--- src/rtl/sramlike_arbiter_pkg.sv ---
// ---------------------------------------------------------------------------
// sramlike_arbiter_pkg
// Shared definitions for the sram-like two-into-one arbiter:
//   - sel_e        : requester encoding (SEL_INST = 0, SEL_DATA = 1)
//   - lock_state_e : grant-lock state of the arbiter
//   - OUTST_DEPTH_DEF / ADDR_W_DEF : parameter defaults used by all files
// ---------------------------------------------------------------------------
package sramlike_arbiter_pkg;

  localparam int OUTST_DEPTH_DEF = 4;
  localparam int ADDR_W_DEF      = 32;

  typedef enum logic {
    SEL_INST = 1'b0,
    SEL_DATA = 1'b1
  } sel_e;

  typedef enum logic {
    LK_IDLE = 1'b0,   // free to arbitrate
    LK_HELD = 1'b1    // request issued but not yet accepted; grant frozen
  } lock_state_e;

endpackage

--- src/rtl/sramlike_arbiter_if.sv ---
// ---------------------------------------------------------------------------
// sramlike_arbiter_if
// One sram-like port: request payload travelling master -> slave, and the
// addr_ok / data_ok / rdata responses travelling slave -> master.
//   master : drives req, wr, size, addr, wstrb, wdata; receives rdata,
//            addr_ok, data_ok
//   slave  : the mirror image
// Parameter ADDR_W sets both address and data width.
// ---------------------------------------------------------------------------
interface sramlike_arbiter_if #(
  parameter int ADDR_W = 32
);

  logic              req;
  logic              wr;
  logic [1:0]        size;
  logic [ADDR_W-1:0] addr;
  logic [3:0]        wstrb;
  logic [ADDR_W-1:0] wdata;
  logic [ADDR_W-1:0] rdata;
  logic              addr_ok;
  logic              data_ok;

  modport master (
    output req, wr, size, addr, wstrb, wdata,
    input  rdata, addr_ok, data_ok
  );

  modport slave (
    input  req, wr, size, addr, wstrb, wdata,
    output rdata, addr_ok, data_ok
  );

endinterface

--- src/rtl/sramlike_arbiter_order_fifo.sv ---
// ---------------------------------------------------------------------------
// arb_order_fifo
// Remembers which requester owns each accepted-but-unanswered transaction so
// that in-order data_ok responses can be routed back to the right side.
// Ports:
//   clk, reset    : clock, synchronous active-high reset (empties the FIFO)
//   push, din     : enqueue one owner tag (ignored while full)
//   pop           : dequeue the head (ignored while empty)
//   dout          : owner tag at the head
//   full, empty   : occupancy flags
// Occupancy is $clog2(DEPTH)+1 bits; pointers are $clog2(DEPTH) bits and
// wrap naturally because DEPTH is a power of two.
// ---------------------------------------------------------------------------
module arb_order_fifo
  import sramlike_arbiter_pkg::*;
#(
  parameter int DEPTH = OUTST_DEPTH_DEF
) (
  input  logic clk,
  input  logic reset,
  input  logic push,
  input  sel_e din,
  input  logic pop,
  output sel_e dout,
  output logic full,
  output logic empty
);

  localparam int PTR_W = $clog2(DEPTH);
  localparam int CNT_W = PTR_W + 1;

  sel_e             mem [DEPTH];
  logic [PTR_W-1:0] wr_ptr;
  logic [PTR_W-1:0] rd_ptr;
  logic [CNT_W-1:0] count_q;
  logic             do_push;
  logic             do_pop;

  assign full    = (count_q == CNT_W'(DEPTH));
  assign empty   = (count_q == '0);
  assign do_push = push & ~full;
  assign do_pop  = pop & ~empty;
  assign dout    = mem[rd_ptr];

  // NOTE: state registers use non-blocking assignments so every flop samples
  // its inputs from the same pre-edge values regardless of statement order.
  always_ff @(posedge clk) begin
    if (reset) begin
      wr_ptr  <= '0;
      rd_ptr  <= '0;
      count_q <= '0;
    end else begin
      if (do_push) wr_ptr <= wr_ptr + PTR_W'(1);
      if (do_pop)  rd_ptr <= rd_ptr + PTR_W'(1);
      // Simultaneous push and pop leaves the count unchanged.
      unique case ({do_push, do_pop})
        2'b10:   count_q <= count_q + CNT_W'(1);
        2'b01:   count_q <= count_q - CNT_W'(1);
        default: count_q <= count_q;
      endcase
    end
  end

  // NOTE: the storage array is deliberately not reset; an entry is only ever
  // read after it has been written, and the pointers/count carry validity.
  always_ff @(posedge clk) begin
    if (do_push) mem[wr_ptr] <= din;
  end

endmodule

--- src/rtl/sramlike_arbiter.sv ---
// ---------------------------------------------------------------------------
// sramlike_arbiter
// Merges an instruction-side and a data-side sram-like requester onto one
// sram-like master port (toward a shared AXI bridge). Request and response
// paths are purely combinational; the only state is the grant lock, the
// round-robin history (optional) and the in-order owner FIFO.
// Ports:
//   clk   : sole clock, rising edge
//   reset : synchronous, active-high; while high, m.req and every
//           addr_ok/data_ok are forced to 0
//   inst  : instruction requester (slave modport, reads only; inst.wr unused)
//   data  : data requester (slave modport)
//   m     : merged master port (master modport); responses arrive in
//           acceptance order
// Parameters:
//   OUTST_DEPTH : max accepted-but-unanswered transactions (power of 2, 2..16)
//   ADDR_W      : address / data width
// Build option:
//   ARB_ROUND_ROBIN_EN : when defined, an unlocked tie goes to the side that
//                        did not win the previous handshake; otherwise data
//                        has fixed priority over inst.
// ---------------------------------------------------------------------------
module sramlike_arbiter
  import sramlike_arbiter_pkg::*;
#(
  parameter int OUTST_DEPTH = OUTST_DEPTH_DEF,
  parameter int ADDR_W      = ADDR_W_DEF
) (
  input  logic                clk,
  input  logic                reset,
  sramlike_arbiter_if.slave   inst,
  sramlike_arbiter_if.slave   data,
  sramlike_arbiter_if.master  m
);

  sel_e              sel;
  sel_e              lock_sel;
  sel_e              lock_sel_nx;
  lock_state_e       lock_state;
  lock_state_e       lock_state_nx;
  sel_e              head_sel;
  logic              fifo_full;
  logic              fifo_empty;
  logic              m_req_int;
  logic              handshake;
  logic              resp_pop;
  logic [ADDR_W-1:0] rdata_fwd;

`ifdef ARB_ROUND_ROBIN_EN
  sel_e              rr_last;
`endif

  // -------------------------------------------------------------------------
  // Grant selection. A held lock freezes the grant so the payload presented
  // to the bridge cannot change between request and acceptance.
  // -------------------------------------------------------------------------
  // NOTE: every combinational output is given a default first so that no
  // path through the block leaves it unassigned (which would infer a latch).
  always_comb begin
    sel = SEL_INST;
    if (lock_state == LK_HELD) begin
      sel = lock_sel;
    end else if (inst.req && data.req) begin
`ifdef ARB_ROUND_ROBIN_EN
      sel = (rr_last == SEL_DATA) ? SEL_INST : SEL_DATA;
`else
      sel = SEL_DATA;
`endif
    end else if (data.req) begin
      sel = SEL_DATA;
    end
  end

  // A full order FIFO blocks new requests even if a pop lands this cycle,
  // which keeps the full path free of a data_ok -> m.req combinational loop.
  assign m_req_int = (inst.req | data.req) & ~fifo_full & ~reset;
  assign handshake = m_req_int & m.addr_ok;
  assign resp_pop  = m.data_ok & ~fifo_empty & ~reset;

  // -------------------------------------------------------------------------
  // Grant lock: two-process FSM.
  // -------------------------------------------------------------------------
  always_comb begin
    lock_state_nx = lock_state;
    lock_sel_nx   = lock_sel;
    unique case (lock_state)
      LK_IDLE: begin
        if (m_req_int && !m.addr_ok) begin
          lock_state_nx = LK_HELD;
          lock_sel_nx   = sel;
        end
      end
      LK_HELD: begin
        // Held until acceptance, even if the owner has dropped its req.
        if (handshake) lock_state_nx = LK_IDLE;
      end
      default: lock_state_nx = LK_IDLE;
    endcase
  end

  always_ff @(posedge clk) begin
    if (reset) begin
      lock_state <= LK_IDLE;
      lock_sel   <= SEL_INST;
    end else begin
      lock_state <= lock_state_nx;
      lock_sel   <= lock_sel_nx;
    end
  end

`ifdef ARB_ROUND_ROBIN_EN
  // Starts at data so that inst wins the first tie after reset.
  always_ff @(posedge clk) begin
    if (reset) begin
      rr_last <= SEL_DATA;
    end else if (handshake) begin
      rr_last <= sel;
    end
  end
`endif

  // -------------------------------------------------------------------------
  // Owner FIFO: one tag per accepted request, popped per data_ok.
  // -------------------------------------------------------------------------
  arb_order_fifo #(
    .DEPTH (OUTST_DEPTH)
  ) u_order_fifo (
    .clk   (clk),
    .reset (reset),
    .push  (handshake),
    .din   (sel),
    .pop   (resp_pop),
    .dout  (head_sel),
    .full  (fifo_full),
    .empty (fifo_empty)
  );

  // -------------------------------------------------------------------------
  // Request path to the bridge.
  // -------------------------------------------------------------------------
  always_comb begin
    m.req   = m_req_int;
    m.wr    = 1'b0;
    m.size  = inst.size;
    m.addr  = inst.addr;
    m.wstrb = inst.wstrb;
    m.wdata = inst.wdata;
    if (sel == SEL_DATA) begin
      m.wr    = data.wr;
      m.size  = data.size;
      m.addr  = data.addr;
      m.wstrb = data.wstrb;
      m.wdata = data.wdata;
    end
  end

  // -------------------------------------------------------------------------
  // Response path back to the requesters.
  // -------------------------------------------------------------------------
  assign rdata_fwd    = m.rdata;
  assign inst.rdata   = rdata_fwd;
  assign data.rdata   = rdata_fwd;

  assign inst.addr_ok = handshake & (sel == SEL_INST);
  assign data.addr_ok = handshake & (sel == SEL_DATA);
  assign inst.data_ok = resp_pop & (head_sel == SEL_INST);
  assign data.data_ok = resp_pop & (head_sel == SEL_DATA);

endmodule

--- src/flat_wrapper.sv ---
// flat-port wrapper written by rule: the top's interface ports become plain ports
module sramlike_arbiter_flat import sramlike_arbiter_pkg::*;
#(
  parameter int OUTST_DEPTH = OUTST_DEPTH_DEF,
  parameter int ADDR_W      = ADDR_W_DEF
)
  (clk, reset, inst_req, inst_wr, inst_size, inst_addr, inst_wstrb, inst_wdata, inst_rdata, inst_addr_ok, inst_data_ok, data_req, data_wr, data_size, data_addr, data_wstrb, data_wdata, data_rdata, data_addr_ok, data_data_ok, m_req, m_wr, m_size, m_addr, m_wstrb, m_wdata, m_rdata, m_addr_ok, m_data_ok);
  sramlike_arbiter_if #(.ADDR_W(ADDR_W)) inst_i ();
  sramlike_arbiter_if #(.ADDR_W(ADDR_W)) data_i ();
  sramlike_arbiter_if #(.ADDR_W(ADDR_W)) m_i ();
  input  logic clk;
  input  logic reset;
  input wire logic [$bits(inst_i.req)-1:0] inst_req;
  input wire logic [$bits(inst_i.wr)-1:0] inst_wr;
  input wire logic [$bits(inst_i.size)-1:0] inst_size;
  input wire logic [$bits(inst_i.addr)-1:0] inst_addr;
  input wire logic [$bits(inst_i.wstrb)-1:0] inst_wstrb;
  input wire logic [$bits(inst_i.wdata)-1:0] inst_wdata;
  output wire logic [$bits(inst_i.rdata)-1:0] inst_rdata;
  output wire logic [$bits(inst_i.addr_ok)-1:0] inst_addr_ok;
  output wire logic [$bits(inst_i.data_ok)-1:0] inst_data_ok;
  input wire logic [$bits(data_i.req)-1:0] data_req;
  input wire logic [$bits(data_i.wr)-1:0] data_wr;
  input wire logic [$bits(data_i.size)-1:0] data_size;
  input wire logic [$bits(data_i.addr)-1:0] data_addr;
  input wire logic [$bits(data_i.wstrb)-1:0] data_wstrb;
  input wire logic [$bits(data_i.wdata)-1:0] data_wdata;
  output wire logic [$bits(data_i.rdata)-1:0] data_rdata;
  output wire logic [$bits(data_i.addr_ok)-1:0] data_addr_ok;
  output wire logic [$bits(data_i.data_ok)-1:0] data_data_ok;
  output wire logic [$bits(m_i.req)-1:0] m_req;
  output wire logic [$bits(m_i.wr)-1:0] m_wr;
  output wire logic [$bits(m_i.size)-1:0] m_size;
  output wire logic [$bits(m_i.addr)-1:0] m_addr;
  output wire logic [$bits(m_i.wstrb)-1:0] m_wstrb;
  output wire logic [$bits(m_i.wdata)-1:0] m_wdata;
  input wire logic [$bits(m_i.rdata)-1:0] m_rdata;
  input wire logic [$bits(m_i.addr_ok)-1:0] m_addr_ok;
  input wire logic [$bits(m_i.data_ok)-1:0] m_data_ok;
  assign inst_i.req = inst_req;
  assign inst_i.wr = inst_wr;
  assign inst_i.size = inst_size;
  assign inst_i.addr = inst_addr;
  assign inst_i.wstrb = inst_wstrb;
  assign inst_i.wdata = inst_wdata;
  assign inst_rdata = inst_i.rdata;
  assign inst_addr_ok = inst_i.addr_ok;
  assign inst_data_ok = inst_i.data_ok;
  assign data_i.req = data_req;
  assign data_i.wr = data_wr;
  assign data_i.size = data_size;
  assign data_i.addr = data_addr;
  assign data_i.wstrb = data_wstrb;
  assign data_i.wdata = data_wdata;
  assign data_rdata = data_i.rdata;
  assign data_addr_ok = data_i.addr_ok;
  assign data_data_ok = data_i.data_ok;
  assign m_req = m_i.req;
  assign m_wr = m_i.wr;
  assign m_size = m_i.size;
  assign m_addr = m_i.addr;
  assign m_wstrb = m_i.wstrb;
  assign m_wdata = m_i.wdata;
  assign m_i.rdata = m_rdata;
  assign m_i.addr_ok = m_addr_ok;
  assign m_i.data_ok = m_data_ok;
  sramlike_arbiter #(.OUTST_DEPTH(OUTST_DEPTH), .ADDR_W(ADDR_W)) u_core (.clk(clk), .reset(reset), .inst(inst_i), .data(data_i), .m(m_i));
endmodule
--- config.mk ---
export PLATFORM = sky130hd
export DESIGN_NAME = sramlike_arbiter_flat
export DESIGN_NICKNAME = d
export VERILOG_FILES = /design/src/rtl/sramlike_arbiter_pkg.sv /design/src/rtl/sramlike_arbiter_if.sv /design/src/rtl/sramlike_arbiter_order_fifo.sv /design/src/rtl/sramlike_arbiter.sv /design/src/flat_wrapper.sv
export SDC_FILE = /design/constraint.sdc
export NUM_CORES = 1
export LEC_CHECK = 0
export ABC_AREA = 1
export CAP_MARGIN = 25
export CELL_PAD_IN_SITES_DETAIL_PLACEMENT = 1
export CELL_PAD_IN_SITES_GLOBAL_PLACEMENT = 1
export CORE_MARGIN = 3
export CORE_UTILIZATION = 12
export CTS_CLUSTER_SIZE = 28
export DETAILED_ROUTE_END_ITERATION = 8
export GPL_TIMING_DRIVEN = 0
export PLACE_DENSITY = 0.89
export SLEW_MARGIN = 20
export SYNTH_ARGS = -nofsm -noshare
export SYNTH_HDL_FRONTEND = slang
export SYNTH_SLANG_ARGS = --single-unit
--- constraint.sdc ---
create_clock -name clk -period 2 [get_ports clk]
set_clock_uncertainty 0.15 [all_clocks]
set_input_delay 0.2 -clock clk [delete_from_list [all_inputs] [get_ports clk]]
set_output_delay 0.2 -clock clk [all_outputs]
set_load 0.05 [all_outputs]
# == After elaboration in Yosys (flattened, before gate mapping) ==
# Memory sizes are Yosys's and may differ from the RTL's. A register that Yosys moved wholly into a read port is not among the register bits.
# Cells that the tools add are included.
# totals
reg_bits,9
ramBits,4
output_inout_bits,140
word_cells,53
mem_count,1
# memory_table
name,depth,word_bits,read_ports,rd_clocked_by_memory_dff,wr,line_no,source
u_core.u_order_fifo.mem,4,1,1,1,1,sramlike_arbiter_order_fifo.sv:32,sel_e mem [DEPTH];
# classes
n_addsub,4
n_eq_ne,3
n_mux,16
n_bitwise,18
reduce_logical,6
# op_table
cell,n
32-bit 2-to-1 mux,2
1-bit bitwise AND,11
1-bit 2-to-1 mux,8
2-bit 2-to-1 mux,3
1-bit inverter,6
3-bit case mux with 2 select lines,1
"2-bit by 1-bit adder with 2-bit output, second input constant",2
4-bit 2-to-1 mux,1
"3-bit by 1-bit adder with 3-bit output, second input constant",1
"3-bit equality test, second input constant",1
3-bit logical NOT,1
"3-bit by 1-bit subtractor with 3-bit output, second input constant",1
"2-bit by 1-bit equality test with 1-bit output, second input constant",1
"2-bit equality test, second input constant",1
1-bit logical AND,2
1-bit case mux with 2 select lines,1
2-bit AND reduction,1
2-bit nonzero test,1
1-bit logical NOT,1
1-bit OR,1

# == Logic depth before layout (Yosys ltp) ==
# logic_depth
depth_word,8
depth_mapped,12
ltp_nobuf,12

# == Hierarchy ==
# From an unflattened synthesis, not the netlist that was laid out.
# unflattened
cells_unflattened,405
hier_area_um2,2268.4
# by_module_without_submodules
mod,n_inst,cells_per_inst,area_per_inst_um2,seq_area_each_um2
sramlike_arbiter,1,324,1609.0,40.0
arb_order_fifo,1,81,659.4,300.3

# == Least setup slack after synthesis ==
# Ideal clock, no wire load.
# synth_timing
path_kind,register to register
startpoint,register u_core.u_order_fifo.count_q[1]
endpoint,register u_core.u_order_fifo.count_q[2]
setup_time_ns,0.110
t_arrival_ns,1.739
path_slack_ns,0.001
path_stages_with_launch,12
path_cell_list,dfxtp_1 nor2_1 nand2_2 nand3_4 ha_1 inv_1 fa_1 or2_2 nand3_1 nand2_1 inv_1 nor2_1
# synth_between
elab_chain_len,8
elab_cells_between_ends,17
classes_between,2 x add/sub; 3 x eq/ne; 1 x mux; 9 x bitwise; 2 x reduce/logical
# synth_rtl
element,line_no,source
from (decl),sramlike_arbiter_order_fifo.sv:35,logic [CNT_W-1:0] count_q;
from (signal assigned),sramlike_arbiter_order_fifo.sv:57,2'b10: count_q <= count_q + CNT_W'(1);
from (signal assigned),sramlike_arbiter_order_fifo.sv:58,2'b01: count_q <= count_q - CNT_W'(1);
from (signal assigned),sramlike_arbiter_order_fifo.sv:59,default: count_q <= count_q;
3-bit equality test,sramlike_arbiter_order_fifo.sv:39,assign full = (count_q == CNT_W'(DEPTH));
1-bit inverter,"sramlike_arbiter_order_fifo.sv:41, sramlike_arbiter.sv:76",
1-bit bitwise AND (2 in series),sramlike_arbiter.sv:76,assign m_req_int = (inst.req | data.req) & ~fifo_full & ~reset;
1-bit bitwise AND,sramlike_arbiter.sv:77,assign handshake = m_req_int & m.addr_ok;
1-bit bitwise AND,sramlike_arbiter_order_fifo.sv:41,assign do_push = push & ~full;
2-bit by 1-bit equality test with 1-bit output / 2-bit equality test (equally long branches),sramlike_arbiter_order_fifo.sv:56,"unique case ({do_push, do_pop})"
3-bit case mux with 2 select lines / 2-bit nonzero test (equally long branches),--,
# Several ways; a longest one is shown, not always the timed one.
# A chain may end at the register's enable or synchronous reset.

# == Final worst setup path ==
# layout_timing
startpoint,input port inst_req
endpoint,output port data_addr_ok
# layout_between
elab_chain_len,5
elab_cells_between_ends,8
classes_between,2 x mux; 5 x bitwise; 1 x reduce/logical
# layout_rtl
element,line_no,source
from (decl),flat_wrapper.sv:13,input wire logic [$bits(inst_i.req)-1:0] inst_req;
1-bit OR,sramlike_arbiter.sv:76,
1-bit bitwise AND (2 in series),sramlike_arbiter.sv:76,
1-bit bitwise AND,sramlike_arbiter.sv:77,
1-bit bitwise AND (*),sramlike_arbiter.sv:165,assign data.addr_ok = handshake & (sel == SEL_DATA);
to (decl),flat_wrapper.sv:29,output wire logic [$bits(data_i.addr_ok)-1:0] data_addr_ok;
# Mark *: on every way between the ends. The rest lies on a longest branch, timed or not.

==> flow_metrics.py <==
metrics = {
    "sta": {
        "slew_violations": 0,
        "finalCriticalPeriod_ns": 1.96,
        "fmax_mhz": 509,
        "rsz0062_at_grt": "yes",
        "maxSlewHeadroom_pct": 64.2,
        "hold_viol": 0,
        "tns_ns": 0,
        "worstMarginPinSlew_ns": 0.535,
        "setup_violations": 0,
        "min_period_over_period_pct": 98.2,
        "setup_slack_ns": 0.0364,
    },
    "route": {
        "wire_per_inst_um": 14.3,
        "antenna_left": 0,
        "drt_iter0_drc": 72,
        "viasPerCell": 3.82,
        "num_vias": 3515,
        "drt_wl_total_um": 13200,
        "remaining_drc_errors": 0,
        "firstDrtPassIters": 4,
    },
    "pwr": {
        "p_total_mw": 2.89,
        "power_density_nw_per_um2": 528,
        "ir_drop_uv": 224,
        "leakagePower_nw": 2.70,
    },
    "clock_network": {
        "clk_pin_slew_ns": 0.05,
        "cts_sinks": 15,
        "clockBufferDepth": 2,
        "clkLatencyLatePin_ns": 0.25,
        "cts_root_buffer": "clkbuf_16",
        "cts_tree": "done",
        "ctsHoldBuffers": 0,
        "htree_levels": 1,
        "cts_buffers": 3,
    },
    "run_status": {
        "status": "finished clean",
    },
    "placed_design": {
        "dpl_cell_area_sq_um": 5330,
        "portBuffers": 286,
        "dp_cells": 912,
        "dpl.hpwl_um": 11000,
        "gp_congestion": 0.723,
        "dp_slack_ns": -0.916,
    },
    "cells_and_area": {
        "final_common_cell": "nand2_1",
        "drive_gt1_share_pct": 27.2,
        "syn2layout_area_growth_pct": 150,
        "fin_nets": 883,
        "final_area_sq_um": 5470,
        "final_cell_mix": "nand2_1 (224), clkdlybuf4s50_1 (207), buf_4 (114), inv_1 (24), buf_6 (23)",
        "num-fill-cells": 2205,
        "n_antenna_cell": 0,
        "final_cells": 921,
    },
    "min_path": {
        "hold_class": "in2reg",
    },
    "synth": {
        "syn_nets": 587,
        "syn_inst": 401,
        "synth_area_sq_um": 2190,
        "synth.distinct_cells": 21,
        "syn_avg_cell_area_sq_um": 5.46,
        "yosys_warnings": 0,
        "ys_ff_latch": 15,
        "synth_seq_area_share_pct": 15.6,
    },
    "grt": {
        "overflow": 0,
        "antenna_found_initial": 0,
        "grt_use_total_pct": 12.0,
        "grt_pass1_wl_um": 19400,
        "grt_pass1_vias": 3807,
        "grt_max_degree": 14,
    },
    "floorplanning": {
        "num_rows": 48,
        "fp.dieH_um": 141,
        "start_util_pct": 12.4,
        "die-area_sq_um": 19900,
        "core_area_sq_um": 17600,
        "die_x_um": 141,
        "io_pins": 320,
    },
    "run": {
        "drv_cap": 0,
    },
    "worst_setup_path": {
        "critPathSlowestCell": "clkdlybuf4s50_1",
        "worstPathRequired_ns": 1.65,
        "cp-startpoint": "inst_req",
        "r2r-end": "u_core.u_order_fifo.count_q[2]$_SDFFE_PP0P_",
        "cp_max_fo": 6,
        "cp.arrival_ns": 1.61,
        "crit_end": "data_addr_ok",
        "reg2reg_slack_ns": 0.12,
        "end_kind": "output pin",
        "r2r-start": "u_core.u_order_fifo.count_q[1]$_SDFFE_PP0P_",
        "crit_chain": "clkdlybuf4s50_1 -> nor2_2 -> nor2_4 -> nand3_4 -> buf_6 -> buf_4 -> nor2_2 -> buf_6",
        "path_class": "in2out",
        "start_kind": "input port",
        "r2r.worst_path.cells": 11,
        "critPathMaxStageDelay_ns": 0.48,
    },
}
cell usage after synthesis:
cell / count / area, sq um
nand2_1: 230 / 863
buf_4: 71 / 533
inv_1: 27 / 101
nor2_1: 19 / 71.3
dfxtp_1: 11 / 220
buf_2: 7 / 35.0
a21oi_1: 6 / 30.0
ha_1: 5 / 62.6
edfxtp_1: 4 / 120
nand4_1: 4 / 25.0
nand2_2: 3 / 18.8
nand3_1: 3 / 15.0
o21ai_0: 3 / 15.0
fa_1: 1 / 20.0
inv_2: 1 / 3.75
inv_4: 1 / 6.26
nand3_4: 1 / 17.5
nor2_4: 1 / 11.3
o211ai_1: 1 / 7.51
o21ai_1: 1 / 5.00
or2_2: 1 / 6.26
through the flow:
stage | hold WS (ns) | utilization (%)
final | 0.274 | 31.1
after detailed placement | 0.331 | 30.3
after global routing | 0.313 | 31.1
after CTS | 0.281 | 29.7
after global placement | 0.319 | 30.3
after floorplan | 0.128 | -
cell type report:
type,instances,area (sq um),area share (%)
repair buffers,290,2780,50.9
multi-input cells,280,1260,23.1
plain buffers,78,606,11.1
flip-flops and latches,15,343,6.27
well taps,225,282,5.15
inverters,29,116,2.13
clock buffers,3,75.1,1.37
clock inverters,1,5.00,0.0915
power by group:
part	switching [mW]	total, mW	leakage, nW	internal (mW)
Sequential	0.0172	0.350	0.127	0.333
Combinational	1.32	2.15	2.54	0.827
Clock	0.121	0.388	0.0409	0.267
Total	1.46	2.89	2.70	1.43
cells by family after synthesis:
logic type / share of synthesized area, %
AND/OR/NAND/NOR: 47.0
buffers and inverters: 31.0
flip-flops: 15.6
AO/OA/AOI/OAI: 2.63
adder cells (fa/ha/maj): 3.77
layer usage:
layer  up-vias  global-route usage, %  part of all wire (%)  wire length (um)
met5         -                      0                     0                 0
met4         0                   2.80                   1.5               204
met3        12                   2.85                   8.8              1160
met2       193                   23.8                    53              7040
met1      1590                   12.7                    36              4770
li1       1720                      -                     -                 -
repair_timing:
action | in CTS | in global routing
setup buffers | 3 | 1
pin swaps | 6 | 9
resized for setup | 420 | 114
gates cloned | 1 | 0
setup endpoints to repair | 78 | 65
endpoints found under the hold margin | 0 | 0
critical path: cells and delay by family:
| kind | cells | cell delay [ns] |
|---|---|---|
| buffers and inverters | 4 | 0.94 |
| AND/OR/NAND/NOR | 4 | 0.46 |
worst min-delay path by stage:
stage	end	cells after the start	slack [ns]	from
2_1_floorplan	flip-flop	1	0.13	reset
3_3_place_gp	flip-flop	2	0.32	flip-flop
3_5_place_dp	flip-flop	2	0.33	flip-flop
4_1_cts	flip-flop	2	0.28	reset
5_1_grt	flip-flop	5	0.31	m_data_ok
6_report	flip-flop	5	0.27	m_data_ok
Power figures use the tool's default switching activity.
